<file path="src/rtl/pmux_rr_arb.sv">
// Round-robin arbiter sequencing a shared N-way priority-mux datapath into a
// single-entry valid/ready output register.
`timescale 1ns/1ps
module pmux_rr_arb #(
    parameter int unsigned N  = 8,
    parameter int unsigned W  = 16,
    parameter int unsigned IW = 3
) (
    input  logic            clk_i,
    input  logic            rst_ni,
    input  logic [N-1:0]    req_i,
    input  logic [N*W-1:0]  data_i,
    output logic [N-1:0]    gnt_o,
    output logic [W-1:0]    q_o,
    output logic [IW-1:0]   q_src_o,
    output logic            q_valid_o,
    input  logic            q_ready_i
);

    logic [IW-1:0] ptr_q, ptr_d;
    logic [W-1:0]  q_data_q, q_data_d;
    logic [IW-1:0] q_src_q, q_src_d;
    logic          q_valid_q, q_valid_d;

    logic          load_ok;
    logic          win_found;
    logic [IW-1:0] win_idx;
    logic [IW-1:0] cand;
    logic [W-1:0]  pmux_data;

    // Search starts one past the last winner; IW-bit addition wraps modulo N.
    always_comb begin
        win_found = 1'b0;
        win_idx   = '0;
        cand      = '0;
        for (int unsigned i = 1; i <= N; i++) begin
            cand = ptr_q + IW'(i);
            if (!win_found && req_i[cand]) begin
                win_found = 1'b1;
                win_idx   = cand;
            end
        end
    end

    assign load_ok = !q_valid_q || q_ready_i;

    always_comb begin
        gnt_o = '0;
        if (rst_ni && load_ok && win_found) begin
            gnt_o[win_idx] = 1'b1;
        end
    end

    // Priority mux, lowest index wins; the one-hot select never exercises it.
    always_comb begin
        pmux_data = '0;
        for (int unsigned k = 0; k < N; k++) begin
            if (gnt_o[N-1-k]) begin
                pmux_data = data_i[(N-1-k)*W +: W];
            end
        end
    end

    always_comb begin
        ptr_d     = ptr_q;
        q_data_d  = q_data_q;
        q_src_d   = q_src_q;
        q_valid_d = q_valid_q;
        if (|gnt_o) begin
            ptr_d     = win_idx;
            q_data_d  = pmux_data;
            q_src_d   = win_idx;
            q_valid_d = 1'b1;
        end else if (q_ready_i) begin
            q_valid_d = 1'b0;
        end
    end

    always_ff @(posedge clk_i or negedge rst_ni) begin
        if (!rst_ni) begin
            ptr_q     <= IW'(N-1);
            q_data_q  <= '0;
            q_src_q   <= '0;
            q_valid_q <= 1'b0;
        end else begin
            ptr_q     <= ptr_d;
            q_data_q  <= q_data_d;
            q_src_q   <= q_src_d;
            q_valid_q <= q_valid_d;
        end
    end

    assign q_o       = q_data_q;
    assign q_src_o   = q_src_q;
    assign q_valid_o = q_valid_q;

endmodule
</file>
<file path="config.mk">
export PLATFORM = sky130hd
export DESIGN_NAME = pmux_rr_arb
export DESIGN_NICKNAME = d
export VERILOG_FILES = /design/src/rtl/pmux_rr_arb.sv
export SDC_FILE = /design/constraint.sdc
export NUM_CORES = 1
export LEC_CHECK = 0
export CAP_MARGIN = 20
export CELL_PAD_IN_SITES_DETAIL_PLACEMENT = 0
export CELL_PAD_IN_SITES_GLOBAL_PLACEMENT = 1
export CORE_MARGIN = 10
export CORE_UTILIZATION = 30
export DETAILED_ROUTE_END_ITERATION = 16
export PLACE_DENSITY = 0.9
export SETUP_SLACK_MARGIN = 0.02
export SLEW_MARGIN = 20
export SYNTH_ARGS = -nofsm -noshare
export SYNTH_HDL_FRONTEND = slang
export SYNTH_SLANG_ARGS = --single-unit
</file>
<file path="constraint.sdc">
create_clock -name clk_i -period 6.9 [get_ports clk_i]
set_input_delay 0.69 -clock clk_i [delete_from_list [all_inputs] [get_ports clk_i]]
set_output_delay 0.69 -clock clk_i [all_outputs]
set_load 0.01 [all_outputs]
</file>
[Yosys cells after proc, flatten, opt, wreduce, memory -nomap -nowiden]
Cells that the tools add are included.
Word-level totals
  register bits: 23
  input port bits: 139
  output and inout port bits: 28
  word-level logic and storage cells: 87
Cells by class
  add/sub/neg operators: 7
  order comparisons: 10
  mux-type cells: 45
  reductions and logical operators: 21
Operators with widths (number)
  2-to-1 mux 16 bit: 8
  < comparator 3 x 4 -> 1 bit, second input constant: 9
  binary-select mux 1 bit (select 3 bit): 8
  2-to-1 mux 3 bit: 8
  2-to-1 mux 1 bit: 19
  adder 3 bit, second input constant: 4
  logical AND 1 bit: 10
  zero test 1 bit: 8
  2-to-1 mux 8 bit: 1
  OR reduction 8 bit: 1
  adder 3 x 2 -> 3 bit, second input constant: 2
  adder 3 x 1 -> 3 bit, second input constant: 1
  demux 1 bit (select 3 bit): 1
  greater-or-equal comparator 3 x 1 -> 1 bit, second input constant: 1
  nonzero test 2 bit: 1
  logical OR 1 bit: 1

[Longest topological paths before layout]
Gate-level depths: netlist of run 1.
  word-level depth: 38
  gate-level depth with buffers: 18
  depth with buffers taken out: 12

[Worst setup path before layout of run 1]
Ideal clock, no wire load.
  path type: register -> output
  from: reg ptr_q[1]
  to: out gnt_o[6]
  arrival time: 3.741 ns
  data required time: 6.210 ns
  slack: 2.469 ns
  cell stages (with the launch flop): 13
  buffers on the path: 3
  cells stage by stage: dfstp_2 > clkbuf_1 > clkinv_1 > ha_1 > clkbuf_1 > mux4_2 > mux2i_1 > mux2_1 > o22ai_1 > a21boi_1 > o31ai_1 > buf_2 > nor2_1
On the way
  cells in the longest elaborated chain, start to end: 30
  elaborated cells between the ends (all ways): 60
  those cells by class: 7 x add/sub; 2 x order compare; 35 x mux; 16 x reduce/logical
RTL lines
  start, declared: line 20  | logic [IW-1:0] ptr_q, ptr_d;
  start signal, assigned: line 81  | ptr_q <= IW'(N-1);
  start signal, assigned: line 86  | ptr_q <= ptr_d;
  adder 3 x 1 -> 3 bit: line 37  | cand = ptr_q + IW'(i);
  binary-select mux 1 bit (select 3 bit): line 38  | if (!win_found && req_i[cand]) begin
  2-to-1 mux 1 bit (not written as such): line 38
  2-to-1 mux 1 bit: line 38
  zero test 1 bit: line 38
  logical AND 1 bit: line 38
  2-to-1 mux 1 bit: line 38
  zero test 1 bit: line 38
  (+14 left out)
  zero test 1 bit: line 38
  logical AND 1 bit: line 38
  2-to-1 mux 3 bit: line 38
  < comparator 3 x 4 -> 1 bit (not written as such) or greater-or-equal comparator 3 x 1 -> 1 bit (tied branches): line 50  | gnt_o[win_idx] = 1'b1;
  logical AND 1 bit (not written as such): line 50
  2-to-1 mux 1 bit (not written as such): line 50
  demux 1 bit (select 3 bit): line 50
  2-to-1 mux 8 bit *: line 49  | if (rst_ni && load_ok && win_found) begin
  end, declared: line 13  | output logic [N-1:0] gnt_o,
Mark *: on every way between the ends. The rest lies on a longest branch, timed or not. The select of a mux whose other input is x is not followed.

[Worst setup path after layout of run 1]
  from: reg ptr_q[1]
  to: out gnt_o[2]
The elaborated chain is that of the path after synthesis.

==> results of run 1 <==
-- worst reg2reg max path: stages (launching register included) --
cell,delay (ps)
dfstp_2,740
clkinv_1,310
ha_1,530
mux4_2,400
or2_1,380
or3_4,460
nor4_2,340
a21o_1,280
buf_4,380
o311ai_0,210
a31oi_1,370
a2111oi_0,150
nor3b_1,230
-- cell type report --
cell class	count	area [um2]
Sequential cell	23	579.3
Timing Repair Buffer	175	1729
Clock inverter	1	5.005
Fill cell	1003	5419
Tap cell	136	170.2
Multi-Input combinational cell	312	2331
Inverter	13	48.80
Clock buffer	3	41.29
-- cells in the final DEF, fill, tap and decap left out, types with 3 or more instances in the layout --
cell type and count:
dfrtp_1 20, inv_1 11, clkdlybuf4s50_1 166, nand2_1 42, nor3_1 7, nor3b_1 3, nand4_1 8, o21bai_1 3
mux4_2 9, nor2_1 14, nand2b_1 5, a311oi_1 3, a211oi_1 3, and3_1 3, o311ai_0 8, o21ai_0 3
mux2_2 3, buf_4 9, a2bb2oi_1 12, a31oi_1 6, dfstp_2 3, o31ai_1 30, nand3_1 14, o22ai_1 5
mux2i_1 8, clkbuf_8 3, a21oi_1 37, o221ai_1 12, a222oi_1 12, a2111oi_0 4, o2111ai_1 12
-- per-stage QoR --
stage	setup WS [ps]	cell area [um2]	util, %
2_1_floorplan	2469	3167	-
3_3_place_gp	1602	4848	46.96
3_5_place_dp	1444	4853	47.01
4_1_cts	1141	4900	47.46
5_1_grt	872.0	4905	47.51
6_report	1242	4905	47.51
-- power by group through the flow --
stage / combinational (mW) / sequential (mW) / clock, mW
after floorplan: 1.96 / 0.254 / 0
after global placement: 2.60 / 0.284 / 0
after detailed placement: 2.64 / 0.284 / 0
after CTS: 2.65 / 0.283 / 0.0883
after global routing: 2.92 / 0.296 / 0.0971
final: 2.69 / 0.281 / 0.0876
-- registers in the layout (all words and copies together), names as in the netlist --
| register | cells |
|---|---|
| q_valid_o | 1 |
| q_src_o | 3 |
| ptr_q | 3 |
| q_o | 16 |
-- layer usage --
metal  up-vias  wire (um)
met5         -          0
met4         0        330
met1      1896       6152
met3        24       1281
li1       1866          -
met2       213       6911
-- kinds of logic (layout without fill, tap and decap cells) --
kind of cell             Yosys count  in the layout  synth area share [%]
AND/OR/NAND/NOR                  113            113                 18.33
adder cells (fa/ha/maj)            2              2                0.7901
buffers and inverters             56            192                 8.929
flip-flops                        23             23                 18.29
multiplexers                      22             22                 10.71
AO/OA/AOI/OAI                    173            173                 42.40
XOR/XNOR                           2              2                0.5532
-- path summary, 6_finish.rpt --
kind | cells past startpoint | end | slack, ps | start
setup reg to reg | 12 | q_o[9] | 2050 | ptr_q[1]
hold reg to reg | 2 | q_o[3] | 490 | q_o[3]
hold / removal | 2 | q_o[3] | 490 | q_o[3]
max in group asynchronous | 2 | ptr_q[2] | 5850 | rst_ni
setup / recovery | 10 | gnt_o[2] | 1240 | ptr_q[1]
min in group asynchronous | 2 | q_o[9] | 770 | rst_ni
==> impl_metrics.ini, run 1 <==
[place]
portBuffers = 166
dp_hpwl_um = 11770
place_congestion = 0.9087
placedCellCount = 659

[timing]
worstMarginPinSlew_ps = 1001
hold_viol = 0
setup_viol = 0
min_period_over_period_pct = 81.99
setup_tns_ps = 0
fin_crit_ps = 5658
relSlewSlack_pct = 32.91
rsz0062_at_grt = false
fin_skew_ps = 2.132
hold_ws_ps = 494.7
fmax_ghz = 0.1768
final-max-slew-violation-count = 0

[pwr]
p_int_mw = 1.287
powerDensity_nw_per_um2 = 623.1
peakVddDrop_mv = 0.3738
total_leakage_power_nw = 1.822
comb_power_share_pct = 87.9
switching_share_pct = 57.88
power_switching_mw = 1.769
p_total_mw = 3.056
clkPwrFrac_pct = 2.9
p_seq_share_pct = 9.2

[yosys]
ys_types = 69
synth_ff_type = dfrtp_1
synthArstFlopShare_pct = 100.0
synth_seq_cells = 23
synth_most_common_cell = nand2_1
ys_warn_count = 0
synth_top_cell_by_area = dfrtp_1
syn-cell-area_um2 = 3167
avgSynthCellArea_um2 = 8.099
synthCells = 391
seq_area_frac_synth_pct = 18.29
syn_nets = 532
synth_top_area_share_pct = 15.80
synthTopCellsByCount = 42 x nand2_1, 37 x a21oi_1, 31 x o31ai_1, 20 x dfrtp_1, 19 x buf_2
synthTopCellsByArea = dfrtp_1 16%, o31ai_1 7.3%, mux4_2 6.4%
synth_edf_count = 0

[cts]
postCtsSetupRepairBufs = 0
cts_tree = built
cts_hold_buf = 0
ctsResizeCount = 0
cts_sinks = 23
clkSlewWorstSetupHoldPaths_ps = 90
htree_levels = 1
numCtsBuffers = 3
cts_buffer_depth = 2
cts_root_buf = clkbuf_8
clock_latency_ps = 270

[floorplan]
core_um2 = 10320
die_area_um2 = 15070
rows = 37
fp.dieH_um = 122.7
num_io_pins = 167
fp.dieW_um = 122.7
start_util_pct = 30.68

[global_route]
met3_usage_pct = 4.040
antenna_found_initial = 0
grt_use_met1_pct = 24.32
grtUsageMet2_pct = 29.22
overflow = 0
grt_max_degree = 41
top_usage_layer = met2
grt_pass1_wl_um = 22270
grt_util_all_layers_pct = 18.35
first_global_vias = 3989

[worst_setup_path]
arrival_ps = 4970
worstSetupStartpointType = register
worst-endpoint-required_ps = 6210
crit_fanout = 35
crit_chain = clkinv_1 -> ha_1 -> mux4_2 -> mux2_2 -> nor4_1 -> a31o_2 -> o31ai_4 -> nor2_2 -> buf_4 -> clkdlybuf4s50_1
crit_family = buffers and inverters
path_buf_inv = 3
cpPeakStageDelay_ps = 740
worstSetupPathType = register to primary output
endpoint_kind = primary output
critPathSlowestCell = dfstp_2

[finish]
nets = 669
insertedDiodeCount = 0
drive_above_1_share_pct = 8.918
syn_to_final_growth_pct = 54.88
fin_cells = 663

[detailed_routing]
wl_per_cell_um = 22.14
wirelength_um = 14680
vias = 3999
firstDrtPassIters = 5
postRouteAntennaNets = 0
route.detailed.drc = 0
drtIter0Drc = 375
drt-vias-per-instance = 6.032

[run]
cap_viol_max_count = 0

[min_path]
worstHoldPathType = register to register

[outcome]
status = completed
Note: power is estimated with default switching activity, not from simulation.
==> run 2, diff against run 1 <==
--- a/config.mk
+++ b/config.mk
@@ -9,9 +9,9 @@
 export CELL_PAD_IN_SITES_DETAIL_PLACEMENT = 0
 export CELL_PAD_IN_SITES_GLOBAL_PLACEMENT = 1
 export CORE_MARGIN = 10
-export CORE_UTILIZATION = 30
+export CORE_UTILIZATION = 25
 export DETAILED_ROUTE_END_ITERATION = 16
-export PLACE_DENSITY = 0.9
+export PLACE_DENSITY = 0.8
 export SETUP_SLACK_MARGIN = 0.02
 export SLEW_MARGIN = 20
 export SYNTH_ARGS = -nofsm -noshare
==> constraint.sdc (replaced) <==
create_clock -name clk_i -period 4.7 [get_ports clk_i]
set_input_delay 0.47 -clock clk_i [delete_from_list [all_inputs] [get_ports clk_i]]
set_output_delay 0.47 -clock clk_i [all_outputs]
set_load 0.01 [all_outputs]
==> impl_metrics.ini, run 2 (synthesis results as in run 1) <==
[cts]
numCtsBuffers = 3
cts_root_buf = clkbuf_16
clock_latency_ps = 260
cts_tree = built
clkSlewWorstSetupHoldPaths_ps = 60
cts_sinks = 23
cts_buffer_depth = 2
htree_levels = 1

[global_route]
grt_util_all_layers_pct = 16.23
first_global_vias = 3989
antenna_found_initial = 0
overflow = 0
grt_pass1_wl_um = 23380
grt_max_degree = 33

[worst_setup_path]
endpoint_kind = primary output
worst-endpoint-required_ps = 4230
crit_fanout = 10
worstSetupPathType = register to primary output
crit_path_start = ptr_q[1]
r2r_start = ptr_q[0]
arrival_ps = 3950
worstSetupStartpointType = register

[timing]
rsz0062_at_grt = false
fin_skew_ps = 1.274
final-max-slew-violation-count = 0
fmax_ghz = 0.2264
setup_tns_ps = 0
min_period_over_period_pct = 93.96
hold_viol = 0
relSlewSlack_pct = 35.37
fin_crit_ps = 4416
setup_viol = 0
worstMarginPinSlew_ps = 969.4
worst_slack_ps = 283.8

[min_path]
worstHoldPathType = register to register
hp-start = q_o[14]

[place]
place_congestion = 0.8825
placedCellCount = 711
dp_hpwl_um = 12530
portBuffers = 166
dpl_cell_area_um2 = 5014
place_ws_ps = 348.9

[finish]
drive_above_1_share_pct = 11.42
insertedDiodeCount = 0
layout_commonest_cell = clkdlybuf4s50_1
final_cell_area_um2 = 5102
fin_cells = 715
nets = 685
largest_register_ffs = 16
mostFrequentLayoutCells = 166 x clkdlybuf4s50_1, 42 x nand2_1, 37 x a21oi_1
syn_to_final_growth_pct = 61.12
nFillCells = 1308

[floorplan]
num_io_pins = 167
rows = 41
core_um2 = 12520
start_util_pct = 25.30
fp.dieW_um = 132.6
die_area_um2 = 17570
fp.dieH_um = 132.6

[pwr]
peakVddDrop_mv = 0.5908
powerDensity_nw_per_um2 = 942.7
total_leakage_power_nw = 1.909
p_total_mw = 4.810

[detailed_routing]
dr.max_layer_used = met4
route.detailed.drc = 0
drt-vias-per-instance = 5.628
firstDrtPassIters = 5
wl_met2_um = 7211
wirelength_um = 15290
wl_per_cell_um = 21.38
dr_wl_met3_um = 1125
postRouteAntennaNets = 0
m1WireLength_um = 6742
vias = 4024
drtIter0Drc = 306

[outcome]
status = completed

[run]
cap_viol_max_count = 0
-- run 2: layout make-up --
class                      instances  area [um2]  area share [%]
multi-input combinational        312        2331           45.68
inverter                          13       48.80          0.9564
tap                              172       215.2           4.218
clock buffer                       4       78.83           1.545
timing repair buffer             191        1849           36.24
sequential                        23       579.3           11.35
-- run 2: what timing repair did --
| item | CTS | global route |
|---|---|---|
| hold buffers | 0 | 0 |
| gates resized for setup | 0 | 2 |
| buffers inserted | 0 | 0 |
| endpoints found under the setup margin | 0 | 4 |
-- run 2: through the flow --
step / utilization, % / hold WS, ps
after global placement: 40.05 / 464.2
after global routing: 40.76 / 515.4
after detailed placement: 40.05 / 480.5
after CTS: 40.68 / 495.4
final: 40.76 / 493.7
after floorplan: - / 174.4
-- run 2: worst paths after layout --
path / endpoint / slack (ps) / depth (start not counted)
max: gnt_o[2] / 280 / 10
min: q_o[14] / 490 / 2
max reg2reg: q_o[9] / 530 / 11
min reg2reg: q_o[14] / 490 / 2
max in group asynchronous: ptr_q[2] / 3800 / 2
min in group asynchronous: q_src_o[2] / 620 / 2
-- run 2: report_power, final --
group	internal (mW)	total (mW)	switching (mW)	leakage [nW]
logic	1.70	4.26	2.56	1.59
registers	0.301	0.365	0.0645	0.280
clock network	0.116	0.186	0.0705	0.0382
total	2.12	4.81	2.69	1.91
-- run 2: layer usage --
| layer | vias to the layer above | track usage [%] |
|---|---|---|
| met3 | 12 | 3.179 |
| li1 | 1898 | - |
| met4 | 0 | 2.873 |
| met1 | 1935 | 21.60 |
| met2 | 179 | 26.72 |
| met5 | - | 0 |
-- run 2: worst max-delay path: stages (launching register included) --
cell,delay [ps]
dfstp_2,530
clkinv_1,80
ha_2,450
mux4_2,410
mux2i_1,330
mux2_1,360
o22ai_1,260
a21boi_4,320
o31ai_4,170
nor2_2,200
clkdlybuf4s50_1,570
